## config.mk

```make
export PLATFORM = sky130hd
export DESIGN_NAME = cp0
export DESIGN_NICKNAME = d
export VERILOG_FILES = /design/src/rtl/cp0.sv
export SDC_FILE = /design/constraint.sdc
export NUM_CORES = 1
export LEC_CHECK = 0
export BUFFER_PORTS_ARGS = -buffer_cell sky130_fd_sc_hd__buf_2
export CORE_ASPECT_RATIO = 1.4
export CORE_MARGIN = 8
export CORE_UTILIZATION = 45
export DETAILED_ROUTE_END_ITERATION = 16
export PLACE_DENSITY = 0.82
export SYNTH_ARGS = -nofsm -noshare
export SYNTH_HDL_FRONTEND = slang
export SYNTH_SLANG_ARGS = --single-unit
```

## constraint.sdc

```tcl
create_clock -name clk -period 2.32 [get_ports clk]
set_input_delay 0 -clock clk [delete_from_list [all_inputs] [get_ports clk]]
set_output_delay 0 -clock clk [all_outputs]
set_load 0.005 [all_outputs]
```

## src/rtl/cp0.sv

```systemverilog
// Coprocessor 0: SR/Cause/EPC/PRId registers, interrupt/exception request
// generation, and mfc0/mtc0/eret servicing for the M stage.
`timescale 1ns/1ps
module cp0 #(
  parameter logic [31:0] PRID = 32'h4D455445
) (
  input  logic        clk,
  input  logic        reset,
  input  logic [4:0]  RAddr,
  input  logic [4:0]  WAddr,
  input  logic        WE,
  input  logic [31:0] Din,
  input  logic [31:0] VPC,
  input  logic        BDIn,
  input  logic [4:0]  ExcIn,
  input  logic        EXLClr,
  input  logic [5:0]  HWInt,
  output logic        Req,
  output logic [31:0] EPCOut,
  output logic [31:0] Dout
);

  logic [5:0]  im_q, im_d;
  logic        exl_q, exl_d;
  logic        ie_q, ie_d;
  logic        bd_q, bd_d;
  logic [5:0]  ip_q, ip_d;
  logic [4:0]  exc_code_q, exc_code_d;
  logic [31:0] epc_q, epc_d;

  logic        int_req;
  logic        exc_req;
  logic [31:0] epc_raw;
  logic [31:0] sr_val;
  logic [31:0] cause_val;

  assign int_req = (|(HWInt & im_q)) & ie_q & ~exl_q;
  assign exc_req = (ExcIn != 5'd0) & ~exl_q;
  assign Req     = int_req | exc_req;
  assign epc_raw = BDIn ? (VPC - 32'd4) : VPC;

  assign sr_val    = {16'h0000, im_q, 8'h00, exl_q, ie_q};
  assign cause_val = {bd_q, 15'h0000, ip_q, 3'b000, exc_code_q, 2'b00};

  // Taking a request discards any coincident mtc0/eret; otherwise the mtc0
  // lands first and eret then overrides EXL.
  always_comb begin
    im_d       = im_q;
    exl_d      = exl_q;
    ie_d       = ie_q;
    bd_d       = bd_q;
    ip_d       = HWInt;
    exc_code_d = exc_code_q;
    epc_d      = epc_q;
    if (Req) begin
      exl_d      = 1'b1;
      bd_d       = BDIn;
      exc_code_d = int_req ? 5'd0 : ExcIn;
      epc_d      = {epc_raw[31:2], 2'b00};
    end else begin
      if (WE) begin
        case (WAddr)
          5'd12: begin
            im_d  = Din[15:10];
            exl_d = Din[1];
            ie_d  = Din[0];
          end
          5'd14:   epc_d = Din;
          default: ;
        endcase
      end
      if (EXLClr) exl_d = 1'b0;
    end
  end

  always_ff @(posedge clk or negedge reset) begin
    if (!reset) begin
      im_q       <= '0;
      exl_q      <= 1'b0;
      ie_q       <= 1'b0;
      bd_q       <= 1'b0;
      ip_q       <= '0;
      exc_code_q <= '0;
      epc_q      <= '0;
    end else begin
      im_q       <= im_d;
      exl_q      <= exl_d;
      ie_q       <= ie_d;
      bd_q       <= bd_d;
      ip_q       <= ip_d;
      exc_code_q <= exc_code_d;
      epc_q      <= epc_d;
    end
  end

  always_comb begin
    Dout = '0;
    case (RAddr)
      5'd12:   Dout = sr_val;
      5'd13:   Dout = cause_val;
      5'd14:   Dout = epc_q;
      5'd15:   Dout = PRID;
      default: Dout = '0;
    endcase
  end

  assign EPCOut = epc_q;

endmodule
```

==> results of run 1 <==
-- registers in the layout, indices dropped and copies added (netlist names) --
register	flops
EPCOut	32
bd_q	1
exc_code_q	5
exl_q	1
ie_q	1
im_q	6
ip_q	6
-- worst max-delay path by stage --
stage	slack [ps]	cells past startpoint	to	startpoint
CTS	160	7	Req	ExcIn[3]
finish	150	7	Req	ExcIn[3]
detailed placement	520	5	EPCOut[3]	im_q[3]
global placement	580	5	EPCOut[24]	im_q[3]
floorplan	630	5	bd_q	im_q[0]
global route	80	7	Req	ExcIn[3]
-- per-layer routing --
metal  vias up  part of all wire  routed length [um]
met2       158              0.51                6490
met4         0             0.042                 537
met1      1833              0.38                4930
li1       1839                 -                   -
met3        42             0.068                 867
met5         -                 0                   0
-- cells in the mapped netlist, types with 9 or more instances --
master     n  area [um2]
o31ai_1   12        90.1
o21ai_0    9        45.0
mux2i_1   33         330
or4_1     12        90.1
clkbuf_1  18        67.6
a31oi_1   17         106
and2_1    11        68.8
nor4b_1   17         149
nand2_1   10        37.5
xor2_1     9        78.8
nor3_1    10        50.1
dfrtp_1   52        1300
nor4_1    18         113
o31a_1    17         149
nor2_1    41         154
-- critical path, cell delays in order --
cell	delay, ps
dlygate4sd3_1	530
buf_2	130
or4_1	520
o21a_1	240
nor2_4	290
inv_2	250
buf_2	190
-- per-stage QoR --
stage | power (mW) | hold slack [ps] | util | instances | setup WS, ps
after detailed placement | 3.22 | -56.6 | 0.561 | 629 | 516
after floorplan | 2.49 | -296 | - | 391 | 628
after CTS | 4.12 | 1.56 | 0.613 | 661 | 161
final | 4.13 | 2.40 | 0.613 | 661 | 149
after global routing | 4.38 | 30.9 | 0.613 | 661 | 80.7
after global placement | 3.16 | -59.7 | 0.561 | 629 | 578
-- layout make-up --
| class | instances | area (um2) | area share |
|---|---|---|---|
| multi-input cells | 306 | 2200 | 0.449 |
| flip-flops and latches | 52 | 1300 | 0.265 |
| repair buffers | 186 | 1080 | 0.219 |
| well taps | 102 | 128 | 0.0260 |
| clock buffers | 5 | 125 | 0.0255 |
| clock inverters | 3 | 46.3 | 0.00944 |
| inverters | 7 | 26.3 | 0.00536 |
-- where the power goes --
part	internal [mW]	total [mW]	leakage [nW]	switching (mW)
sequential	1.27	1.60	0.613	0.327
clock	0.513	0.854	0.0804	0.341
combinational	0.812	1.67	1.60	0.862
total	2.60	4.13	2.29	1.53
-- cells by family (layout without fill, tap and decap cells) --
group | Yosys count | after routing | share of synthesized area
simple gates | 171 | 171 | 0.296
compound gates | 81 | 81 | 0.160
flops | 52 | 52 | 0.357
mux | 41 | 41 | 0.115
buf+inv | 33 | 201 | 0.0381
xor+xnor | 12 | 12 | 0.0289
fa+ha+maj | 1 | 1 | 0.00344
==> flow_summary.yaml, run 1 <==
floorplanning:
  die_area_mm2: 0.0113
  die_x_um: 92.0
  start_util: 0.455
  boundaryPins: 155
  row_count: 39
  die_h_um: 122
  core_mm2: 0.00800
global_route:
  grt_use_met3: 0.0520
  busiest_layer: "met2"
  use_met2: 0.392
  grt_max_degree: 37
  grt_pass1_wl_um: 20500
  grt_use_total: 0.226
  antenna_found_initial: 0
  met1_usage: 0.246
  grt_overflow: 0
  grt_pass1_vias: 4083
sta:
  rsz0062_at_grt: "false"
  skew_ps: 5.61
  min_period_ps: 2170
  max_slew_margin: 0.380
  hold_viol: 0
  worst_pin_slew_ps: 929
  final-setup-viol-count: 0
  maxSlewViolCount: 0
  period_share: 0.936
  max_clock_freq_mhz: 461
  setup_tns_ps: 0
setup_path:
  cp.required_ps: 2320
  r2r-end: "EPCOut[31]"
  worst-r2r-setup-slack_ps: 460
  worstPathArrival_ps: 2170
  r2r-start: "im_q[3]"
  worstPathMaxFanout: 20
  cp-start-kind: "primary input"
  criticalPathCategory: "primary input to output port"
  rr_worst_depth: 5
  end_kind: "output port"
synthesis:
  synth-edff-count: 0
  syn_area_per_cell_um2: 9.31
  netlist-cell-type-count: 53
  yosys_warnings: 0
  synth-seq-cells: 52
  synth-seq-area-share: 0.357
  synth_fp_nets: 482
  synth_flop_cell: "dfrtp_1"
  postSynthCellCount: 391
  ys_async_sr_fraction: 1.00
  syn_area_mm2: 0.00364
pwr:
  leakage_nw: 2.29
  power_density_mw_per_mm2: 842
  ir_drop_uv: 593
drt:
  dr.pass1.iters: 4
  totalWireLength_um: 12800
  viasPerCell: 5.86
  num_vias: 3872
  post_drt_wl_per_cell_um: 19.4
  drt_iter0_drc: 293
  drc: 0
  ant_nets: 0
final_layout:
  nNetsFinal: 649
  final_layout_size_suffix_gt1_frac: 0.331
  area_growth_pct: 34.7
  final_common_cell: "buf_2"
  most-common-layout-cells: "buf_2 (152), dfrtp_1 (52), nor2_1 (41)"
  nFillCells: 680
  diodes: 0
  finalInstanceArea_mm2: 0.00490
cts:
  root_buffer: "clkbuf_16"
  htreeDepth: 2
  cts_tree: "yes"
  cts-buffers-inserted: 5
  numClockSinks: 52
  clock_path_buffers: 2
  cts_resized: 0
  path_clk_slew_ps: 70
  cts_setup_buffers: 0
  clk_latency_ps: 290
  hold_buffers: 24
min_path:
  holdCritPathClass: "primary input to flop"
  hold_end: "EPCOut[9]"
  hold_depth: 3
  worstHoldStart: "Din[9]"
placement:
  hpwl_um: 9960
  gp_congestion: 0.921
  place_area_mm2: 0.00449
  io_buffers: 152
status:
  status: "complete, no violations"
run:
  max_cap_viol_count: 0
(Power assumes the default switching activity.)
==> run 2, diff against run 1 <==
clock period = 2.3 ns   (was 2.32 ns; I/O delays follow)
==> run 2 against run 1 <==
  * Flip-flop and latch count did not move
  * Power rose by 1.4%
  * Critical path depth fell by 1
  * Sequential power barely moved
  * Combinational power rose by 3%
  * Sequential share of layout area barely moved
  * Largest cell class unchanged
  * Highest routed layer unchanged
==> flow_summary.yaml, run 2 (synthesis results as in run 1) <==
sta:
  min_period_ps: 1990
  rsz0062_at_grt: "false"
  max_slew_margin: 0.371
  maxSlewViolCount: 0
  skew_ps: 6.34
  final-setup-viol-count: 0
  setup_tns_ps: 0
  max_clock_freq_mhz: 503
  worst_pin_slew_ps: 942
  period_share: 0.865
  hold_viol: 0
setup_path:
  worst-r2r-setup-slack_ps: 310
  crit_path_start: "im_q[3]"
  end_kind: "flop"
  r2r-start: "im_q[3]"
  r2r-end: "exl_q"
  cp-start-kind: "flop"
  cp.required_ps: 2480
  rr_worst_depth: 6
  slowest_stage: "dlygate4sd3_1"
  cp.depth: 6
  worst_path_largest_cell_delay_ps: 560
  crit_buf_inv: 2
  worstPathArrival_ps: 2170
  worstPathMaxFanout: 8
  criticalPathCategory: "flop to flop"
  crit_end: "exl_q"
  cpLargestDelayFamily: "buffers and inverters"
  crit_chain: "a22oi_1, a311oi_2, nor2_4, buf_4, o21ai_1, dlygate4sd3_1"
pwr:
  power_density_mw_per_mm2: 853
  ir_drop_uv: 569
  p_total_mw: 4.19
  leakage_nw: 2.30
drt:
  num_vias: 3909
  viasPerCell: 5.90
  drt_iter0_drc: 284
  post_drt_wl_per_cell_um: 19.4
  routed-wl-met2_um: 6530
  met1Wirelength_um: 4780
  drc: 0
  dr.pass1.iters: 4
  totalWireLength_um: 12900
  highest_layer: "met4"
  ant_nets: 0
  wl_met3_um: 953
cts:
  numClockSinks: 52
  root_buffer: "clkbuf_16"
  clk_latency_ps: 300
  cts_tree: "yes"
  clock_path_buffers: 2
  htreeDepth: 2
  cts-buffers-inserted: 5
  path_clk_slew_ps: 70
placement:
  hpwl_um: 9900
  gp_congestion: 0.922
  io_buffers: 152
final_layout:
  multiInputGateArea_mm2: 0.00220
  largest_reg_flops: 32
  diodes: 0
  area_growth_pct: 34.8
  nNetsFinal: 650
  final_common_cell: "buf_2"
  final_layout_size_suffix_gt1_frac: 0.334
  most-common-layout-cells: "buf_2 (152), dfrtp_1 (52), nor2_1 (41)"
  layout.area.seq_mm2: 0.00130
  nFillCells: 684
floorplanning:
  die_h_um: 122
  boundaryPins: 155
  die_x_um: 92.0
  row_count: 39
  start_util: 0.455
  die_area_mm2: 0.0113
  core_mm2: 0.00800
global_route:
  grt_overflow: 0
  grt_use_total: 0.224
  grt_max_degree: 37
  antenna_found_initial: 0
  grt_pass1_vias: 4046
  grt_pass1_wl_um: 20300
min_path:
  holdCritPathClass: "primary input to flop"
run:
  max_cap_viol_count: 0
status:
  status: "complete, no violations"
## run 2: changes by cell type in the layout (fill, tap and decap cells not counted), sizes merged
cell / change
clkinv: +2
dlygate4sd3: -1
clkinvlp: -1
buf: +2
inv: -1
## run 2: how the worst min path moves through the flow
stage                        from         end  cells past startpoint
after floorplan             reset   EPCOut[0]                      0
after CTS                 VPC[15]  EPCOut[15]                      3
after global routing       Din[4]   EPCOut[4]                      3
after global placement      reset     ip_q[3]                      1
after detailed placement    reset     im_q[3]                      1
final                     VPC[25]  EPCOut[25]                      3
## run 2: repair_timing
| item | in CTS | in global routing |
|---|---|---|
| hold buffers | 23 | 0 |
| buffers inserted | 0 | 2 |
| endpoints found under the setup margin | 0 | 1 |
| endpoints found under the hold margin | 39 | 0 |
| resized for setup | 0 | 0 |
## run 2: metrics by stage
step / instance area [um2] / setup WS, ps / cells / utilization / hold WS [ps]
3_5_place_dp: 4490 / 514 / 629 / 0.561 / -57.5
2_1_floorplan: 3640 / 608 / 391 / - / -296
3_3_place_gp: 4490 / 560 / 629 / 0.561 / -59.7
4_1_cts: 4890 / 59.6 / 660 / 0.612 / 1.77
6_report: 4910 / 311 / 662 / 0.614 / 11.5
5_1_grt: 4910 / 238 / 662 / 0.614 / 12.4
## run 2: report_power, final
group / switching, mW / total, mW / internal [mW]
sequential: 0.326 / 1.61 / 1.28
clock: 0.340 / 0.857 / 0.517
combinational: 0.866 / 1.72 / 0.853
## run 2: cell type report
type	count	share of cell area
Timing Repair Buffer	187	0.220
Clock buffer	5	0.0255
Inverter	7	0.00535
Sequential cell	52	0.265
Multi-Input combinational cell	306	0.448
Clock inverter	3	0.00968
Tap cell	102	0.0260
## run 2: worst reg2reg max path, delay by kind of cell (launching register included)
| family | cells | cell delay [ps] |
|---|---|---|
| AND/OR/NAND/NOR | 1 | 140 |
| flip-flops | 1 | 400 |
| AO/OA/AOI/OAI | 3 | 600 |
| buffers and inverters | 2 | 740 |
## run 2: per-layer routing
layer	GRT usage	up-vias
li1	-	1840
met1	0.241	1851
met2	0.393	177
met3	0.0490	41
met4	0.137	0
met5	0	-
